--- config.mk ---
export PLATFORM = sky130hd
export DESIGN_NAME = stream_burst_drain
export DESIGN_NICKNAME = d
export VERILOG_FILES = /design/src/rtl/stream_burst_drain.sv
export SDC_FILE = /design/constraint.sdc
export NUM_CORES = 1
export LEC_CHECK = 0
export ABC_CLOCK_PERIOD_IN_PS = 2400
export CAP_MARGIN = 40
export CORE_MARGIN = 8
export CORE_UTILIZATION = 40
export CTS_BUF_LIST = sky130_fd_sc_hd__clkbuf_4
export CTS_CLUSTER_DIAMETER = 120
export DETAILED_ROUTE_END_ITERATION = 10
export DONT_BUFFER_PORTS = 1
export RECOVER_POWER = 100
export SETUP_SLACK_MARGIN = 0.02
export SYNTH_ARGS = -nofsm -noshare
export SYNTH_HDL_FRONTEND = slang
export SYNTH_SLANG_ARGS = --single-unit
export TNS_END_PERCENT = 1
--- constraint.sdc ---
create_clock -name clk_i -period 2.4 [get_ports clk_i]
set_input_delay 0.36 -clock clk_i [delete_from_list [all_inputs] [get_ports clk_i]]
set_output_delay 0.36 -clock clk_i [all_outputs]
set_load 0.02 [all_outputs]
--- src/rtl/stream_burst_drain.sv ---
// Holds upstream FIFO data until a full burst (or a timed-out partial burst) is available, then drains it.
// Zero-latency pass-through during a burst; backpressure: ready_i passes straight to ready_o, held 0 while idle.
module stream_burst_drain #(
  parameter int  DATA_WIDTH  = 32,
  parameter type T           = logic [DATA_WIDTH-1:0],
  parameter int  BURST_LEN   = 4,
  parameter int  TIMEOUT     = 16,
  parameter int  USAGE_WIDTH = 3
) (
  input  logic                   clk_i,
  input  logic                   rst_i,
  input  logic                   flush_i,
  input  logic [USAGE_WIDTH-1:0] usage_i,
  input  T                       data_i,
  input  logic                   valid_i,
  output logic                   ready_o,
  output T                       data_o,
  output logic                   valid_o,
  input  logic                   ready_i,
  output logic                   last_o,
  output logic                   timeout_o
);

  localparam int WAIT_W = (TIMEOUT > 0) ? $clog2(TIMEOUT + 1) : 1;
  localparam logic [USAGE_WIDTH-1:0] LEN_FULL = USAGE_WIDTH'(BURST_LEN);
  localparam logic [USAGE_WIDTH-1:0] LEN_ONE  = USAGE_WIDTH'(1);
  localparam logic [WAIT_W-1:0]      WAIT_SAT = WAIT_W'(TIMEOUT);
  localparam logic [WAIT_W-1:0]      WAIT_HIT = WAIT_W'((TIMEOUT > 0) ? TIMEOUT - 1 : 0);
  localparam logic [WAIT_W-1:0]      WAIT_ONE = WAIT_W'(1);

  if (BURST_LEN < 1 || BURST_LEN > (2 ** USAGE_WIDTH) - 1) begin : g_bad_burst_len
    $error("stream_burst_drain: BURST_LEN must be within 1..2**USAGE_WIDTH-1");
  end

  typedef enum logic {IDLE, BURST} state_t;

  state_t                 state_q, state_d;
  logic [USAGE_WIDTH-1:0] beat_cnt_q, beat_cnt_d;
  logic [USAGE_WIDTH-1:0] burst_len_q, burst_len_d;
  logic [WAIT_W-1:0]      wait_cnt_q, wait_cnt_d;
  logic                   timeout_q, timeout_d;
  logic                   full_hit, tmo_hit, last_beat, hs;

  always_ff @(posedge clk_i or posedge rst_i) begin
    if (rst_i) begin
      state_q     <= IDLE;
      beat_cnt_q  <= '0;
      burst_len_q <= '0;
      wait_cnt_q  <= '0;
      timeout_q   <= 1'b0;
    end else begin
      state_q     <= state_d;
      beat_cnt_q  <= beat_cnt_d;
      burst_len_q <= burst_len_d;
      wait_cnt_q  <= wait_cnt_d;
      timeout_q   <= timeout_d;
    end
  end

  // timeout_o is registered: it marks the first cycle of a timeout-started burst
  assign timeout_o = timeout_q;

  always_comb begin
    state_d     = state_q;
    beat_cnt_d  = beat_cnt_q;
    burst_len_d = burst_len_q;
    wait_cnt_d  = wait_cnt_q;
    timeout_d   = 1'b0;
    valid_o     = 1'b0;
    ready_o     = 1'b0;
    last_o      = 1'b0;
    data_o      = data_i;
    hs          = 1'b0;
    full_hit    = valid_i && (usage_i >= LEN_FULL);
    tmo_hit     = (TIMEOUT != 0) && valid_i && (wait_cnt_q == WAIT_HIT) && !full_hit;
    last_beat   = (beat_cnt_q == burst_len_q - LEN_ONE);

    if (flush_i) begin
      state_d     = IDLE;
      beat_cnt_d  = '0;
      burst_len_d = '0;
      wait_cnt_d  = '0;
    end else begin
      case (state_q)
        IDLE: begin
          if (!valid_i)
            wait_cnt_d = '0;
          else if (wait_cnt_q != WAIT_SAT)
            wait_cnt_d = wait_cnt_q + WAIT_ONE;
          if (full_hit) begin
            state_d     = BURST;
            burst_len_d = LEN_FULL;
            beat_cnt_d  = '0;
            wait_cnt_d  = '0;
          end else if (tmo_hit) begin
            state_d     = BURST;
            burst_len_d = (usage_i == '0) ? LEN_ONE : usage_i;
            beat_cnt_d  = '0;
            wait_cnt_d  = '0;
            timeout_d   = 1'b1;
          end
        end
        BURST: begin
          valid_o = valid_i;
          ready_o = ready_i;
          last_o  = last_beat;
          hs      = valid_i && ready_i;
          if (hs) begin
            if (last_beat) begin
              state_d    = IDLE;
              beat_cnt_d = '0;
              wait_cnt_d = '0;
            end else begin
              beat_cnt_d = beat_cnt_q + LEN_ONE;
            end
          end
        end
        default: state_d = IDLE;
      endcase
    end
  end

endmodule
# == Yosys cells after proc, flatten, opt, wreduce, memory -nomap -nowiden ==
# Index checks and enable logic that the tools add are counted.
# word_totals
register_bits,13
latchBits,0
ramBits,0
rom_bits,0
memories,0
# op_classes
n_addsub,3
mul,0
div,0
magnitude_cmp,1
n_eq_ne,8
n_shift,0
n_mux,34
bitwise_logic,1
reduce_logical,10
# op_table
cell,count
$mux 5,7
$mux 3,10
$mux 1,14
$pmux 5 s2,1
$ne 3x2->1 const B,2
$ne 6x6->1 const B,1
$pmux 3 s2,1
$add 5x1->5 const B,1
$eq 5x4->1 const B,1
$ne 5x5->1 const B,1
$logic_and 1x1->1,4
$ne 4x4->1 const B,1
$reduce_and 2->1,2
$add 3x1->3 const B,1
$eq 3x3->1,1
$ge 3x3->1 const B,1
$logic_not 3->1,1
$reduce_and 3->1,1
$reduce_bool 3->1,1
$sub 3x1->3 const B,1
$ne 2x2->1 const B,1
$pmux 1 s2,1
$logic_not 1->1,1
$not 1->1,1

# == Longest topological paths before layout ==
# depth
depth_word,8
ltp_mapped,7

# == Least setup slack after synthesis ==
# No wires, ideal clock.
# synth_timing
path_type,reg2reg
startpoint,reg wait_cnt_q[0]
endpoint,reg beat_cnt_q[2]
arrival_time_ns,2.006
required_time_ns,2.276
path_slack_ns,0.270
path_stages_with_launch,8
path_buffers,0
synth_period_minus_slack_ns,2.130
path_cell_list,dfrtp_1 ha_1 and3_1 ha_1 or3_1 a31oi_1 nor3_1 a211o_1
# synth_between
elab_chain_cells,5
# synth_lines
item,line_no,text
from (decl),40,"logic [WAIT_W-1:0] wait_cnt_q, wait_cnt_d;"
from (signal assigned),55,wait_cnt_q <= wait_cnt_d;
$eq 5x4->1,75,tmo_hit = (TIMEOUT != 0) && valid_i && (wait_cnt_q == WAIT_HIT) && !full_hit;
$logic_and 1x1->1 (2 in a row),75,
$ne 4x4->1 (no source line),-,
$reduce_and 2->1 (no source line),-,
to (signal assigned),53,beat_cnt_q <= beat_cnt_d;
to (decl),38,"logic [USAGE_WIDTH-1:0] beat_cnt_q, beat_cnt_d;"
# No other way between the ends.
# A chain may end at the register's enable or synchronous reset.

# == Final worst setup path ==
# layout_timing
startpoint,reg burst_len_q[0]
endpoint,out last_o
# layout_between
elab_chain_cells,4
# layout_lines
item,line_no,text
from (decl),39,"logic [USAGE_WIDTH-1:0] burst_len_q, burst_len_d;"
from (signal assigned),54,burst_len_q <= burst_len_d;
$sub 3x1->3,76,last_beat = (beat_cnt_q == burst_len_q - LEN_ONE);
$eq 3x3->1,76,
$mux 1,84,case (state_q)
$mux 1,78,if (flush_i) begin
to (decl),20,"output logic last_o,"
# No other way between the ends.

==> reports/metrics.yaml <==
status:
  status: "complete, but fails checks"
  violations: "negative hold slack"
timing:
  skew_ns: 0.001179
  maxSlewHeadroom_pct: 55.02
  totalNegativeSetupSlack_ns: 0
  fmax_mhz: 474.9
  tightest_slew_ns: 0.6733
  grt_setup_unrepaired: "no"
  fin_hold_ws_ns: -0.002809
  timing.final.crit_period_ns: 2.106
  final.period_utilization_pct: 87.74
  number_of_max_slew_violations_in_the_final_report: 0
  hold_viol: 9
  finalSetupViolations: 0
clock_tree:
  cts_root_buffer: "sky130_fd_sc_hd__clkbuf_4"
  hold_buffers: 0
  cts.repair.resized: 0
  cts-root-to-sink-buffers: 2
  tritoncts: "yes"
  number_of_buffers_created_by_cts: 3
  worstSkewPairLatency_ns: 0.27
  post-cts-setup-buffer-count: 0
  tritoncts_num_sinks: 13
  clkTransAtPathRegs_ns: 0.08
  htreeDepth: 1
cells_and_area:
  drive_above_1_share_pct: 6.452
  antenna_cells_inserted: 0
  nets: 139
  fill_cells: 258
  layout.cell_area.non_filler_um2: 898.4
  area.growth.synth_to_final_pct: -15.83
  seqCellArea_um2: 325.3
  final_common_cell: "sky130_fd_sc_hd__dfrtp_1"
  top_library_cells_by_usage_in_the_layout_fill_and_taps_aside: "sky130_fd_sc_hd__dfrtp_1 (13), sky130_fd_sc_hd__inv_1 (9), sky130_fd_sc_hd__nand2_1 (8)"
  multiInputGateArea_um2: 460.4
worst_setup_path:
  critical-path-top-delay-family: "flip-flops"
  crit_path_start_kind: "flop"
  r2r_setup_slack_ns: 0.33
  critical_path.cell_chain: "inv_1 > ha_1 > xnor2_1 > nor4_1 > clkbuf_1"
  worstPathMaxFanout: 3
  crit_required_ns: 2.04
  critPathArrivalTime_ns: 1.75
  cp_num_buf_inv: 2
  crit_slowest_cell: "sky130_fd_sc_hd__dfrtp_1"
  critPathMaxStageDelay_ns: 0.40
  worstSetupPathType: "reg2out"
  endpoint_kind: "primary output"
job:
  maxCapViolCount: 0
floorplan:
  rows: 18
  die-height_um: 67.66
  start_util_pct: 42.69
  die_x_um: 67.66
  core_area_um2: 2500
  boundaryPins: 76
  fp.dieArea_um2: 4577
detailed_routing:
  detailroute.via_count: 696
  ant_nets: 0
  detailedRoute.firstIterationViolations: 21
  drtPass1Iterations: 4
  drt-total-wl_mm: 1.860
  via_density_per_instance: 5.659
  drc: 0
  post_drt_wl_per_cell_um: 15.12
synthesis:
  yosysSeqAreaShare_pct: 30.48
  dominant_combinational_cell_family_by_area_after_synthesis: "buffers and inverters"
  yosysWarnings: 0
  synth_largest_area_cell: "sky130_fd_sc_hd__dfrtp_1"
  post_synth_xor_area_fraction_pct: 4.689
  synth_top_cell_area_share_pct: 30.48
  syn_inst: 120
  proportion_of_synthesized_flip_flops_having_asynchronous_set_or_reset_pct: 100.0
  synth_edf_count: 0
  synth_area_leaders: "sky130_fd_sc_hd__dfrtp_1 (30%), sky130_fd_sc_hd__buf_4 (23%), sky130_fd_sc_hd__ha_1 (5.9%)"
  synthesized_netlist_net_count: 165
  synth_flop_cell: "sky130_fd_sc_hd__dfrtp_1"
  synth.distinct_cells: 36
  avgSynthCellArea_um2: 8.894
  syn-cell-area_um2: 1067
  synth-simple-area-share_pct: 20.16
  multiplexer_fraction_of_the_synthesized_cell_area_pct: 1.407
  synth_compound_gate_area_share_pct: 11.37
  synth-seq-cells: 13
  synth_fa_ha_area_share_pct: 5.862
pwr:
  cellLeakagePower_uw: 0.0004013
  worst_ir_drop_vdd_mv: 0.4130
  power_density_nw_per_um2: 487.8
global_route:
  groute.usage.overall_pct: 9.021
  grt-ovfl-total: 0
  global_route_wire_length_before_repair_mm: 3.160
  pin_count_of_the_biggest_net_entering_global_routing: 14
  number_of_global_route_vias_before_repair: 686
  number_of_antenna_violations_at_the_first_check_in_global_routing: 0
place:
  io_buffers: 0
  hpwlAfterDp_mm: 1.399
  placedInstanceArea_um2: 875.8
  finalWeightedCongestion: 0.7538
worst_hold_path:
  holdCritPathClass: "in2async"
-- path summary, 6_finish.rpt --
kind / from / endpoint / cells after the start
min in group clk_i: flush_i / burst_len_q[1] / 1
hold / removal: rst_i / wait_cnt_q[3] / 1
setup / recovery: burst_len_q[0] / last_o / 5
max in group asynchronous: rst_i / beat_cnt_q[1] / 1
setup reg to reg: wait_cnt_q[0] / beat_cnt_q[0] / 8
hold reg to reg: wait_cnt_q[4] / wait_cnt_q[4] / 2
-- routing by layer --
layer	up-vias	share of wire [%]	global-route usage, %
li1	322	-	-
met1	334	40	8.754
met2	26	48	14.67
met3	14	9.2	5.795
met4	0	2.7	4.439
met5	-	0	0
-- synthesized netlist by cell type (all sizes together) (2+ instances only) --
library cell	count
nor2	5
nor2b	3
buf	32
o21bai	2
and2	2
o21ai	2
xnor2	2
a21oi	3
dfrtp	13
nor4b	3
inv	9
nor3	3
nand2b	3
nor3b	2
ha	5
nand2	8
nor4	2
nand3	2
a21o	2
-- worst reg2reg max path, stage by stage (launching register included) --
cell	delay (ns)
sky130_fd_sc_hd__dfrtp_1	0.42
sky130_fd_sc_hd__ha_1	0.23
sky130_fd_sc_hd__and3_1	0.15
sky130_fd_sc_hd__ha_1	0.22
sky130_fd_sc_hd__or3_1	0.35
sky130_fd_sc_hd__a31oi_1	0.22
sky130_fd_sc_hd__buf_4	0.17
sky130_fd_sc_hd__nor4_1	0.05
sky130_fd_sc_hd__a21o_1	0.17
-- registers in the layout (all words and copies together), names as in the netlist --
signal	cells
burst_len_q	3
beat_cnt_q	3
wait_cnt_q	5
state_q	1
timeout_o	1
-- stage by stage --
| stage | utilization [%] | hold WS (ns) | std cells | total power, uW | worst slack, ns |
|---|---|---|---|---|---|
| 6_report | 35.94 | -0.002809 | 123 | 438.2 | 0.2941 |
| 5_1_grt | 35.94 | 0.03342 | 123 | 468.5 | 0.1154 |
| 4_1_cts | 36.24 | 0.01173 | 123 | 445.3 | 0.3037 |
| 3_5_place_dp | 35.04 | 0.3175 | 119 | 294.6 | 0.3147 |
| 3_3_place_gp | 35.04 | 0.3108 | 119 | 292.0 | 0.3645 |
| 2_1_floorplan | - | 0.2370 | 120 | 361.0 | 0.2701 |
-- power by group --
group          leakage [uW]  internal [uW]  switching, uW
logic              0.000204           25.3           30.8
registers          0.000179            225           7.38
clock network     0.0000184           75.7           73.8
total              0.000401            326            112
-- kinds of logic (layout without fill, tap and decap cells) --
kind of cell	after synthesis	after routing
adder cells (fa/ha/maj)	5	5
multiplexers	1	1
XOR/XNOR	4	4
buffers and inverters	42	15
AND/OR/NAND/NOR	38	38
flip-flops	13	13
AO/OA/AOI/OAI	17	17
-- area by class of cell --
cell class / instances / share of cell area [%]
multi-input combinational: 65 / 51.25
sequential: 13 / 36.21
timing repair buffer: 2 / 1.253
tap: 30 / 4.178
clock buffer: 4 / 3.343
inverter: 9 / 3.760
Note: power is estimated with default switching activity, not from simulation.
